[src/rtl/tl_controller.sv]
// Fixed-time traffic-light controller for a NS/EW crossing with pedestrian lamps.
// Single Moore FSM. A down-counter sets how long each phase lasts; lamps are registered with the state.
//
// state | meaning
// NS_G  | NS vehicles green, NS pedestrians walk
// NS_Y  | NS vehicles yellow, NS pedestrians clearance
// RED_A | all-red clearance before EW is released
// EW_G  | EW vehicles green, EW pedestrians walk
// EW_Y  | EW vehicles yellow, EW pedestrians clearance
// RED_B | all-red clearance before NS is released (also the reset state)

module tl_controller #(
   parameter int T_GREEN  = 8,
   parameter int T_YELLOW = 3,
   parameter int T_ALLRED = 1
) (
   input  logic       clk,
   input  logic       res,
   output logic [2:0] NS,
   output logic [2:0] EW,
   output logic [2:0] P_NS,
   output logic [2:0] P_EW
);

   typedef enum logic [2:0] {
      NS_G  = 3'd0,
      NS_Y  = 3'd1,
      RED_A = 3'd2,
      EW_G  = 3'd3,
      EW_Y  = 3'd4,
      RED_B = 3'd5
   } state_t;

   localparam logic [7:0] LD_GREEN  = 8'(T_GREEN - 1);
   localparam logic [7:0] LD_YELLOW = 8'(T_YELLOW - 1);
   localparam logic [7:0] LD_ALLRED = 8'(T_ALLRED - 1);

   localparam logic [2:0] LAMP_RED    = 3'b100;
   localparam logic [2:0] LAMP_YELLOW = 3'b010;
   localparam logic [2:0] LAMP_GREEN  = 3'b001;

   state_t     state;
   logic [7:0] cnt;

   function automatic state_t next_of(input state_t s);
      case (s)
         NS_G:    next_of = NS_Y;
         NS_Y:    next_of = RED_A;
         RED_A:   next_of = EW_G;
         EW_G:    next_of = EW_Y;
         EW_Y:    next_of = RED_B;
         RED_B:   next_of = NS_G;
         default: next_of = RED_B;
      endcase
   endfunction

   function automatic logic [7:0] load_of(input state_t s);
      case (s)
         NS_G, EW_G: load_of = LD_GREEN;
         NS_Y, EW_Y: load_of = LD_YELLOW;
         default:    load_of = LD_ALLRED;
      endcase
   endfunction

   // Lamp word ordered {NS, EW, P_NS, P_EW}; pedestrian lamps share the vehicle encoding.
   function automatic logic [11:0] lamps_of(input state_t s);
      case (s)
         NS_G:    lamps_of = {LAMP_GREEN,  LAMP_RED,    LAMP_GREEN,  LAMP_RED};
         NS_Y:    lamps_of = {LAMP_YELLOW, LAMP_RED,    LAMP_YELLOW, LAMP_RED};
         EW_G:    lamps_of = {LAMP_RED,    LAMP_GREEN,  LAMP_RED,    LAMP_GREEN};
         EW_Y:    lamps_of = {LAMP_RED,    LAMP_YELLOW, LAMP_RED,    LAMP_YELLOW};
         default: lamps_of = {LAMP_RED,    LAMP_RED,    LAMP_RED,    LAMP_RED};
      endcase
   endfunction

   function automatic logic legal(input state_t s);
      case (s)
         NS_G, NS_Y, RED_A, EW_G, EW_Y, RED_B: legal = 1'b1;
         default:                              legal = 1'b0;
      endcase
   endfunction

   // An illegal encoding advances immediately so it never waits out a stale count.
   always_ff @(posedge clk) begin
      if (!res) begin
         state                 <= RED_B;
         cnt                   <= LD_ALLRED;
         {NS, EW, P_NS, P_EW}  <= lamps_of(RED_B);
      end else if (cnt == 8'd0 || !legal(state)) begin
         state                 <= next_of(state);
         cnt                   <= load_of(next_of(state));
         {NS, EW, P_NS, P_EW}  <= lamps_of(next_of(state));
      end else begin
         cnt                   <= cnt - 8'd1;
      end
   end

endmodule

[config.mk]
export PLATFORM = sky130hd
export DESIGN_NAME = tl_controller
export DESIGN_NICKNAME = d
export VERILOG_FILES = /design/src/rtl/tl_controller.sv
export SDC_FILE = /design/constraint.sdc
export NUM_CORES = 1
export LEC_CHECK = 0
export CAP_MARGIN = 20
export CORE_UTILIZATION = 46
export DETAILED_ROUTE_END_ITERATION = 12
export PLACE_DENSITY_LB_ADDON = 0.25
export SKIP_CTS_REPAIR_TIMING = 1
export SLEW_MARGIN = 20
export SYNTH_ARGS = -nofsm -noshare
export SYNTH_HDL_FRONTEND = slang
export SYNTH_SLANG_ARGS = --single-unit
[constraint.sdc]
create_clock -name clk -period 1.8 [get_ports clk]
set_clock_uncertainty 0.05 [all_clocks]
set_input_delay 0.36 -clock clk [delete_from_list [all_inputs] [get_ports clk]]
set_output_delay 0.36 -clock clk [all_outputs]
set_load 0.1 [all_outputs]
==> flow_metrics.py <==
metrics = {
    "grt": {
        "grt_usage_pct": 18.8,
        "grt_pass1_wl_um": 2860,
        "grt_antenna_before_repair": 0,
        "grt_max_degree": 16,
        "grt_pass1_vias": 641,
        "overflow": 0,
    },
    "sta": {
        "rsz0062_at_grt": "yes",
        "setup_slack_ns": 0.0803,
        "period_needed_ns": 1.72,
        "holdWs_ns": 0.423,
        "slew_violations": 0,
        "finalSetupViolations": 0,
        "slew_headroom_pct": 67.1,
        "fin_crit_sh_pct": 95.5,
        "fmax_mhz": 581,
        "final_hold_viol_count": 0,
        "tightest_slew_ns": 0.493,
        "fin_tns_setup_ns": 0,
    },
    "clock_tree": {
        "clkLatencyLatePin_ns": 0.28,
        "cts_root_buf": "clkbuf_4",
        "clk_pin_slew_ns": 0.10,
        "cts.sink_count": 17,
        "cts_tree": "yes",
        "h-tree-depth": 1,
        "cts-buffers-inserted": 3,
        "clockBufferDepth": 2,
    },
    "setup_path": {
        "required_ns": 1.97,
        "startpoint_type": "flop",
        "critPathMaxFanout": 7,
        "cpPeakStageDelay_ns": 0.48,
        "critPathCaptureType": "flop",
        "crit_slowest_cell": "or4_1",
        "crit_chain": "inv_2 > ha_1 > or3b_4 > or4_1 > a21oi_1",
        "worstPathArrival_ns": 1.89,
        "critPathKind": "reg2reg",
    },
    "yosys": {
        "synthArstFlopShare_pct": 0,
        "synth_edf_count": 0,
        "synth-main-ff-cell": "dfxtp_1",
        "yosys_warnings": 0,
        "syn_nets": 105,
        "syn_inst": 101,
        "synth_seq_cells": 17,
        "synth_area_per_cell_um2": 8.70,
        "synth_seq_area_share_pct": 38.7,
        "synth_cell_types": 35,
        "netlist_area_um2": 878,
    },
    "floorplan": {
        "initial_core_util_pct": 49.8,
        "core-area_um2": 1760,
        "die_area_um2": 2090,
        "die_w_um": 45.7,
        "die_h_um": 45.7,
        "io_pins": 14,
        "num_rows": 15,
    },
    "min_path": {
        "hold_class": "reg2reg",
    },
    "routing": {
        "drtPass1Iterations": 4,
        "drc_errors": 0,
        "drt_first_iter_violations": 16,
        "vias": 785,
        "routed_wl_um": 1850,
        "routedWlPerCell_um": 12.9,
        "avgViaCountPerCell": 5.49,
        "ant_nets": 0,
    },
    "finish": {
        "mostFrequentLayoutCell": "dfxtp_1",
        "area_growth_pct": 40.5,
        "final_core_util_pct": 69.9,
        "multi_input_area_um2": 475,
        "diodes": 0,
        "fin_nets": 123,
        "nFillCells": 144,
        "seq_area_um2": 342,
        "final_cell_mix": "dfxtp_1, buf_12, buf_4, a21oi_1, o21ai_0",
        "drive_above_1_share_pct": 31.4,
    },
    "place": {
        "finalWeightedCongestion": 0.897,
        "hpwlAfterDp_um": 1330,
        "dp_slack_ns": -0.0539,
        "place.port_buffers": 13,
    },
    "job": {
        "max_cap_violations": 0,
    },
    "status": {
        "status": "completed",
    },
}
## cell type report
class / count / share of cell area, %
Tap cell: 25 / 2.54
Inverter: 5 / 1.52
Sequential cell: 17 / 27.7
Timing Repair Buffer: 25 / 27.6
Clock buffer: 4 / 2.13
Multi-Input combinational cell: 67 / 38.5
## synth_stat cells (all sizes together), types with 2 or more instances
cell    instances  area [um^2]
dfxtp          17          340
nor3b           4         30.0
nand2           4         15.0
o211ai          3         22.5
a211oi          2         15.0
nor3            2         10.0
o21a            2         15.0
nor4            3         18.8
inv             5         18.8
clkbuf          5         18.8
nor2b           2         12.5
or4             3         23.8
a21oi           8         40.0
o21ai           6         30.0
nor2            3         11.3
ha              2         25.0
or3             3         18.8
buf             7         50.0
o31ai           2         15.0
o41ai           3         26.3
nand2b          2         12.5
a31oi           2         12.5
## sequential cells by signal, summed over array words and instances, names as in the netlist
register,flops
EW,3
NS,3
cnt,8
state,3
## worst paths after layout
check	start	end	slack [ns]	depth (start not counted)
setup / recovery	cnt[0]	EW[1]	0.08	5
hold / removal	cnt[0]	cnt[0]	0.42	1
setup reg to reg	cnt[0]	EW[1]	0.08	5
hold reg to reg	cnt[0]	cnt[0]	0.42	1
## kinds of logic (layout without fill, tap and decap cells)
family | after synthesis | count (layout) | share of synthesized area, %
mux | 1 | 1 | 1.28
flops | 17 | 17 | 38.7
buf+inv | 17 | 34 | 9.97
compound gates | 33 | 33 | 25.1
xor+xnor | 2 | 2 | 1.99
fa+ha+maj | 2 | 2 | 2.85
simple gates | 29 | 29 | 20.1
## routing by layer
layer / up-vias / wire (um) / track usage [%]
met4: 0 / 8 / 4.71
met5: - / 0 / 0
met3: 2 / 73 / 4.76
met2: 18 / 837 / 28.3
met1: 362 / 926 / 26.7
li1: 403 / - / -
## critical path: cells and delay by family (launching register included)
family / cells / cell delay [ns]
and+or+nand+nor: 2 / 0.90
DFF: 1 / 0.34
adders and majority gates: 1 / 0.15
AOI/OAI and AO/OA: 1 / 0.15
buffers and inverters: 1 / 0.06
## stage by stage
step           instance area, um^2  instances
2_1_floorplan                  880        101
3_3_place_gp                  1180        139
3_5_place_dp                  1180        139
4_1_cts                       1210        143
5_1_grt                       1230        143
6_report                      1230        143
Power is left out: the tool's default activity adds up to more than one toggle a clock period on the data nets, which glitch-free logic cannot reach.
